===== src/rtl/gcd_pkg.sv =====
// -----------------------------------------------------------------------------
// gcd_pkg
// Shared types and constants for the subtractive GCD controller.
//   gcd_state_t : controller state encoding
//   in_sel_t    : register-file data_in mux select (X, Y, subtractor result)
//   REG_*       : register-file map (reg0 = A working, reg1 = B working,
//                 reg2 = result, reg3 unused)
// -----------------------------------------------------------------------------
package gcd_pkg;

   typedef enum logic [3:0] {
      S_IDLE   = 4'd0,
      S_LOAD_X = 4'd1,
      S_LOAD_Y = 4'd2,
      S_CMP    = 4'd3,
      S_SUB_A  = 4'd4,
      S_SUB_B  = 4'd5,
      S_ST_A   = 4'd6,
      S_ST_B   = 4'd7,
      S_DONE   = 4'd8
   } gcd_state_t;

   typedef enum logic [1:0] {
      SEL_X    = 2'd0,
      SEL_Y    = 2'd1,
      SEL_DIFF = 2'd2
   } in_sel_t;

   localparam logic [1:0] REG_A   = 2'd0;
   localparam logic [1:0] REG_B   = 2'd1;
   localparam logic [1:0] REG_RES = 2'd2;

   // Zero-extend a 2-bit register index onto the 3-bit write-address bus.
   function automatic logic [2:0] to_wa(input logic [1:0] idx);
      return {1'b0, idx};
   endfunction

endpackage


===== src/rtl/gcd_iter_cnt.sv =====
// -----------------------------------------------------------------------------
// gcd_iter_cnt
// Saturating up-counter for the number of subtraction steps in a GCD run.
// Ports:
//   clk    in   1      rising-edge clock
//   reset  in   1      synchronous, active-high; clears the count
//   clr    in   1      synchronous clear (start of a new run)
//   inc    in   1      add one, sticking at 2**CNT_W-1
//   count  out  CNT_W  current count
// -----------------------------------------------------------------------------
module gcd_iter_cnt #(
   parameter int CNT_W = 8
) (
   input  logic             clk,
   input  logic             reset,
   input  logic             clr,
   input  logic             inc,
   output logic [CNT_W-1:0] count
);

   localparam logic [CNT_W-1:0] CNT_MAX = '1;

   always_ff @(posedge clk) begin
      if (reset || clr) begin
         count <= '0;
      end else if (inc && (count != CNT_MAX)) begin
         count <= count + 1'b1;
      end
   end

endmodule


===== src/rtl/gcd_ctrl.sv =====
// -----------------------------------------------------------------------------
// gcd_ctrl
// Moore control FSM for an 8-bit subtractive GCD datapath built around a 4x8
// register file (reg0 = A, reg1 = B, reg2 = result). Loads X and Y, then
// repeatedly replaces the larger operand by the difference until one operand
// is zero or both are equal, stores the answer in reg2 and pulses done.
//
// Ports:
//   clk         in   1      rising-edge clock
//   reset       in   1      synchronous, active-high
//   start       in   1      run request, sampled only in IDLE
//   a_zero      in   1      rf A output == 0      (used only in CMP)
//   b_zero      in   1      rf B output == 0      (used only in CMP)
//   a_eq_b      in   1      rf A == rf B          (used only in CMP)
//   a_lt_b      in   1      rf A <  rf B unsigned (used only in CMP)
//   we          out  1      rf write enable
//   wa          out  3      rf write address (bit 2 always 0)
//   rae/raa     out  1/2    rf read port A enable/address
//   rbe/rba     out  1/2    rf read port B enable/address
//   in_sel      out  2      data_in mux: 0=X, 1=Y, 2=DIFF
//   sub_op      out  1      subtractor direction: 0=A-B, 1=B-A
//   busy        out  1      high except in IDLE and DONE
//   done        out  1      one-cycle pulse, result valid in reg2
//   iter_count  out  CNT_W  subtraction count of the last/current run
//
// Configuration macro: GCD_ITER_COUNT_EN
//   defined   : iter_count is a saturating count of SUB_A/SUB_B cycles,
//               cleared in LOAD_X and held through DONE/IDLE.
//   undefined : iter_count is tied to zero and no counter is built.
// -----------------------------------------------------------------------------
module gcd_ctrl
   import gcd_pkg::*;
#(
   parameter int CNT_W = 8
) (
   input  logic             clk,
   input  logic             reset,
   input  logic             start,
   input  logic             a_zero,
   input  logic             b_zero,
   input  logic             a_eq_b,
   input  logic             a_lt_b,
   output logic             we,
   output logic [2:0]       wa,
   output logic             rae,
   output logic [1:0]       raa,
   output logic             rbe,
   output logic [1:0]       rba,
   output logic [1:0]       in_sel,
   output logic             sub_op,
   output logic             busy,
   output logic             done,
   output logic [CNT_W-1:0] iter_count
);

   gcd_state_t state;
   gcd_state_t state_nxt;
   in_sel_t    sel;

   // State register
   always_ff @(posedge clk) begin
      if (reset) begin
         state <= S_IDLE;
      end else begin
         state <= state_nxt;
      end
   end

   // Next-state logic. Comparator flags are consulted only in CMP; in every
   // other state the sequence is fixed.
   always_comb begin
      state_nxt = state;
      unique case (state)
         S_IDLE:   if (start) state_nxt = S_LOAD_X;
         S_LOAD_X: state_nxt = S_LOAD_Y;
         S_LOAD_Y: state_nxt = S_CMP;
         S_CMP: begin
            if (a_zero)                state_nxt = S_ST_B;
            else if (b_zero || a_eq_b) state_nxt = S_ST_A;
            else if (a_lt_b)           state_nxt = S_SUB_B;
            else                       state_nxt = S_SUB_A;
         end
         S_SUB_A:  state_nxt = S_CMP;
         S_SUB_B:  state_nxt = S_CMP;
         S_ST_A:   state_nxt = S_DONE;
         S_ST_B:   state_nxt = S_DONE;
         S_DONE:   state_nxt = S_IDLE;
         default:  state_nxt = S_IDLE;
      endcase
   end

   // Output decode from the registered state only.
   always_comb begin
      we     = 1'b0;
      wa     = 3'd0;
      rae    = 1'b0;
      raa    = 2'd0;
      rbe    = 1'b0;
      rba    = 2'd0;
      sel    = SEL_X;
      sub_op = 1'b0;
      busy   = 1'b1;
      done   = 1'b0;
      unique case (state)
         S_IDLE: begin
            // Keep the result register visible on port A between runs.
            busy = 1'b0;
            rae  = 1'b1;
            raa  = REG_RES;
         end
         S_LOAD_X: begin
            we  = 1'b1;
            wa  = to_wa(REG_A);
            sel = SEL_X;
         end
         S_LOAD_Y: begin
            we  = 1'b1;
            wa  = to_wa(REG_B);
            sel = SEL_Y;
         end
         S_CMP: begin
            rae = 1'b1;
            raa = REG_A;
            rbe = 1'b1;
            rba = REG_B;
         end
         S_SUB_A: begin
            we     = 1'b1;
            wa     = to_wa(REG_A);
            sel    = SEL_DIFF;
            sub_op = 1'b0;
            rae    = 1'b1;
            raa    = REG_A;
            rbe    = 1'b1;
            rba    = REG_B;
         end
         S_SUB_B: begin
            we     = 1'b1;
            wa     = to_wa(REG_B);
            sel    = SEL_DIFF;
            sub_op = 1'b1;
            rae    = 1'b1;
            raa    = REG_A;
            rbe    = 1'b1;
            rba    = REG_B;
         end
         // Final store: only the surviving operand's port is enabled, so the
         // datapath's DIFF path passes that port straight through to reg2.
         S_ST_A: begin
            we  = 1'b1;
            wa  = to_wa(REG_RES);
            sel = SEL_DIFF;
            rae = 1'b1;
            raa = REG_A;
         end
         S_ST_B: begin
            we  = 1'b1;
            wa  = to_wa(REG_RES);
            sel = SEL_DIFF;
            rbe = 1'b1;
            rba = REG_B;
         end
         S_DONE: begin
            busy = 1'b0;
            done = 1'b1;
            rae  = 1'b1;
            raa  = REG_RES;
         end
         default: begin
            busy = 1'b0;
         end
      endcase
   end

   assign in_sel = sel;

`ifdef GCD_ITER_COUNT_EN
   logic cnt_clr;
   logic cnt_inc;

   // Clearing in LOAD_X (rather than on start) keeps the previous run's
   // count visible through DONE and IDLE.
   assign cnt_clr = (state == S_LOAD_X);
   assign cnt_inc = (state == S_SUB_A) || (state == S_SUB_B);

   gcd_iter_cnt #(
      .CNT_W(CNT_W)
   ) u_iter_cnt (
      .clk  (clk),
      .reset(reset),
      .clr  (cnt_clr),
      .inc  (cnt_inc),
      .count(iter_count)
   );
`else
   assign iter_count = '0;
`endif

endmodule


===== config.mk =====
export PLATFORM = sky130hd
export DESIGN_NAME = gcd_ctrl
export DESIGN_NICKNAME = d
export VERILOG_FILES = /design/src/rtl/gcd_pkg.sv /design/src/rtl/gcd_iter_cnt.sv /design/src/rtl/gcd_ctrl.sv
export SDC_FILE = /design/constraint.sdc
export NUM_CORES = 1
export LEC_CHECK = 0
export ABC_AREA = 1
export BUFFER_PORTS_ARGS = -buffer_cell sky130_fd_sc_hd__buf_4
export CORE_AREA = 4 4 41 43
export CTS_CLUSTER_DIAMETER = 80
export DETAILED_ROUTE_END_ITERATION = 16
export DIE_AREA = 0 0 45 47
export SETUP_SLACK_MARGIN = 0.3
export SLEW_MARGIN = 20
export SYNTH_ARGS = -nofsm -noshare
export SYNTH_HDL_FRONTEND = slang
export SYNTH_SLANG_ARGS = --single-unit

===== constraint.sdc =====
create_clock -name clk -period 0.9 [get_ports clk]
set_input_delay 0.09 -clock clk [delete_from_list [all_inputs] [get_ports clk]]
set_output_delay 0.09 -clock clk [all_outputs]
set_load 0.1 [all_outputs]

# Yosys cells after proc, flatten, opt, wreduce, memory -nomap -nowiden
# Cells that the tools add are included.
# totals
output_inout_bits,23
word_cells,36
inputBits,7
ff_bits,4
# op_classes
eq_ne,9
reduce_logical,11
n_mux,15
# ops
op,n
one-hot mux 4 bit (5 select lines),1
"== test 4 x 3 -> 1 bit, second input constant",4
OR reduction 6 bit,2
"== test 4 x 2 -> 1 bit, second input constant",2
two-way mux 1 bit,8
one-hot mux 2 bit (2 select lines),2
OR reduction 4 bit,2
OR reduction 7 bit,1
two-way mux 2 bit,3
OR reduction 2 bit,3
"== test 4 x 1 -> 1 bit, second input constant",1
"== test 4 bit, second input constant",1
logical NOT 4 bit,1
two-way mux 4 bit,1
OR reduction 3 bit,1
"inequality test 2 bit, second input constant",1
logical OR 1 bit,1

# Depth between registers and ports, before layout
# depth
depth_word,4
mapped_depth,6

# Least setup slack after synthesis
# Ideal clock, no wire load.
# synth_path
path_kind,reg-to-output
from,register state[2]
to,output port rba[0]
path_stages_with_launch,4
required_ps,810
path_slack_ps,-2482
n_path_buf,1
t_arrival_ps,3292
cell_sequence,dfxtp_1 > nand2_1 > o21ai_0 > buf_4
# synth_via
elab_chain_cells,3
elab_cells_between_ends,6
cone_classes,4 x eq/ne; 1 x mux; 1 x reduce/logical
# synth_lines
item,line_no,rtl
start: declaration,gcd_ctrl.sv:56,gcd_state_t state;
start signal: assignment,gcd_ctrl.sv:65,state <= state_nxt;
== test 4 x 3 -> 1 bit / == test 4 x 2 -> 1 bit (equally long branches),gcd_ctrl.sv:104,unique case (state)
OR reduction 4 bit (no line) *,-,
two-way mux 1 bit *,gcd_ctrl.sv:104,
end: declaration,gcd_ctrl.sv:48,"output logic [1:0] rba,"
# Mark *: on every way between the ends. The rest lies on a longest branch, timed or not.

# Final worst setup path
# layout_path
from,register state[2]
to,output port rbe
# layout_via
elab_chain_cells,3
elab_cells_between_ends,6
cone_classes,4 x eq/ne; 1 x mux; 1 x reduce/logical
# layout_lines
item,line_no,rtl
== test 4 x 3 -> 1 bit / == test 4 x 2 -> 1 bit (equally long branches),gcd_ctrl.sv:104,
OR reduction 4 bit (no line) *,-,
two-way mux 1 bit *,gcd_ctrl.sv:104,
end: declaration,gcd_ctrl.sv:47,"output logic rbe,"
# Marked as above.

==> summary.md <==
| Metric | Value |
|---|---|
| Max Cap Viol | `0` |
| Sink Count | `4` |
| Mapped cell area | `roughly 380 um2` |
| Max Buffers Root-to-Sink | `2` |
| Top flop regs | `state x4` |
| R2r startpoint | `state[3]` |
| Initial Util | `0.293` |
| RD Place Congestion | `between 0.7 and 0.8` |
| Crit path from | `state[2]` |
| Antenna viol nets, final | `0` |
| Core Region | `around 0.0013 mm2` |
| Hold Vio Cnt, Final | `0` |
| GRT Residual Overflow | `0` |
| CTS tree | `done` |
| Layout Nets | `around 100` |
| Most frequent cells in the layout | `buf_4 (15), conb_1 (11), nor2_1 (8), buf_12 (8), buf_6 (7)` |
| R2R setup slack | `-0.23 ns` |
| Clock root cell | `clkbuf_4` |
| Area Overhead vs Synth | `139%` |
| Unrepaired setup endpoints after global routing | `true` |
| Fin crit share | `1.49` |
| Largest reg by FF count | `state` |
| Ratio of cells with drive above 1 in the final layout | `0.698` |
| Commonest non-fill, non-tap cell in the layout | `buf_4` |
| Final worst slack | `-0.444 ns` |
| Vias per inst | `about 4.1` |
| Critical-path maximum fanout | `6` |
| Antenna diodes | `0` |
| WL final | `between 1000 and 1500 um` |
| Crit end category | `primary output` |
| Slew Limit Fails | `0` |
| DR pass1 iterations | `3` |
| Initial antenna violation count | `0` |
| WL per Instance | `slightly above 10 um` |
| Arrival @ worst endpoint | `approximately 1.3 ns` |
| Clock slew at reported path FFs | `0.04 ns` |
| Dpl cells | `a little over 100` |
| First-pass GRT wire length | `between 1500 and 2000 um` |
| Max Clock Skew | `around 0.0055 ns` |
| Total number of vias | `460` |
| Post-synth cell types | `16` |
| Row cnt | `13` |
| Final min period | `1.34 ns` |
| Multi-input logic area | `between 300 and 400 um2` |
| Startpoint Class | `flip-flop` |
| Die H | `between 40 and 50 um` |
| Fmax | `approximately 740 MHz` |
| Global-route total usage across every layer | `0.122` |
| H-tree levels | `1` |
| Setup Crit Path Kind | `reg -> out` |
| Die area | `0.00212 mm2` |
| Vias in the first global route | `roughly 450` |
| Post-Layout Cell Count | `between 100 and 150` |
| Max reg flops | `4` |
| Yosys warns | `0` |
| HP Class | `in -> reg` |
| Min-Delay Startpoint | `reset` |
| Crit-path cells | `buf_6, nand2_8, o21ai_2, buf_8` |
| Largest net degree at the start of global routing | `7` |
| Storage element area | `about 90 um2` |
| Mapped Cells | `between 60 and 70` |
| Worst Path Buf+Inv | `2` |
| Drc violations | `0` |
| Ports | `30` |
| Post-DP HPWL | `between 800 and 900 um` |
| Final setup viols | `16` |
| Fill count | `roughly 100` |
| Hold_buf cts | `0` |
| Initial drt markers | `2` |
| Syn avg cell area | `6.26 um2` |
| Largest delay share family, worst path | `flip-flops` |
| CP required | `just over 0.8 ns` |
| Die span in x | `about 45 um` |
| Critical-path top delay cell | `dfxtp_4` |
| IO buf count | `18` |
| #FFs+latches synth | `4` |
| Register area share after synthesis | `0.210` |
| Worst skew pair latency | `0.24 ns` |
| CTS buffer count | `3` |
| CP peak stage delay | `0.37 ns` |
| Status | `finished, violations left` |
| Failing checks | `negative setup slack` |
cell usage after synthesis:
cell	n	area share
nor3_1	2	0.026
dfxtp_1	4	0.21
nor2_1	13	0.13
nand2_4	1	0.030
nand2_1	6	0.059
nand3_1	4	0.052
nor2_2	2	0.033
inv_2	4	0.039
nand2_2	1	0.016
conb_1	1	0.0098
nor2_4	1	0.030
o21ai_0	3	0.039
a21oi_2	1	0.023
inv_1	5	0.049
o211ai_1	1	0.020
buf_4	12	0.24
kinds of logic after synthesis:
| logic type | Yosys count | share of synthesized area |
|---|---|---|
| simple gates | 30 | 0.374 |
| buf+inv | 21 | 0.325 |
| compound gates | 5 | 0.0820 |
| flops | 4 | 0.210 |
| other cells | 1 | 0.00983 |
cell type report:
cell class,count,share of cell area
Sequential cell,4,0.102
Multi-Input combinational cell,46,0.365
Clock buffer,4,0.0288
Inverter,9,0.0481
Timing Repair Buffer,33,0.435
Tap cell,15,0.0206
worst paths after layout:
check              to  cells past startpoint
max reg2reg  state[0]                      7
min reg2reg  state[3]                      3
max               rbe                      4
min          state[3]                      2
routing by layer:
| layer | share of wire | track usage |
|---|---|---|
| met2 | 0.52 | 0.212 |
| met5 | 0 | 0 |
| met4 | 0.0070 | 0.0702 |
| met3 | 0.093 | 0.0345 |
| met1 | 0.38 | 0.133 |
per-stage QoR:
step | utilization | hold WS, ns | worst slack (ns) | setup TNS, ns | cell area (um2)
3_5_place_dp | 0.488 | 0.278 | -0.278 | -2.57 | 636
4_1_cts | 0.650 | 0.0208 | -0.441 | -5.04 | 846
6_report | 0.700 | 0.0397 | -0.444 | -4.88 | 911
3_3_place_gp | 0.488 | 0.276 | -0.252 | -2.44 | 636
5_1_grt | 0.700 | 0.0385 | -0.526 | -5.85 | 911
2_1_floorplan | - | 0.153 | -1.13 | -7.55 | 489
timing repair:
item                       in CTS  in global routing
pin swaps                       4                  3
buffers inserted                3                  1
setup endpoints to repair      16                 16
gates resized for setup        40                 12
worst register-to-register path, cell delays in order (launching register included):
cell and delay (ns):
dfxtp_4 0.36, nor2_4 0.20, nand2_4 0.11, buf_6 0.13
buf_6 0.11, nand3_2 0.04, nor2_1 0.04, nor2_1 0.07
Power is not shown: default switching activity piles up to over one toggle a cycle in this logic, so the estimate is an artifact.
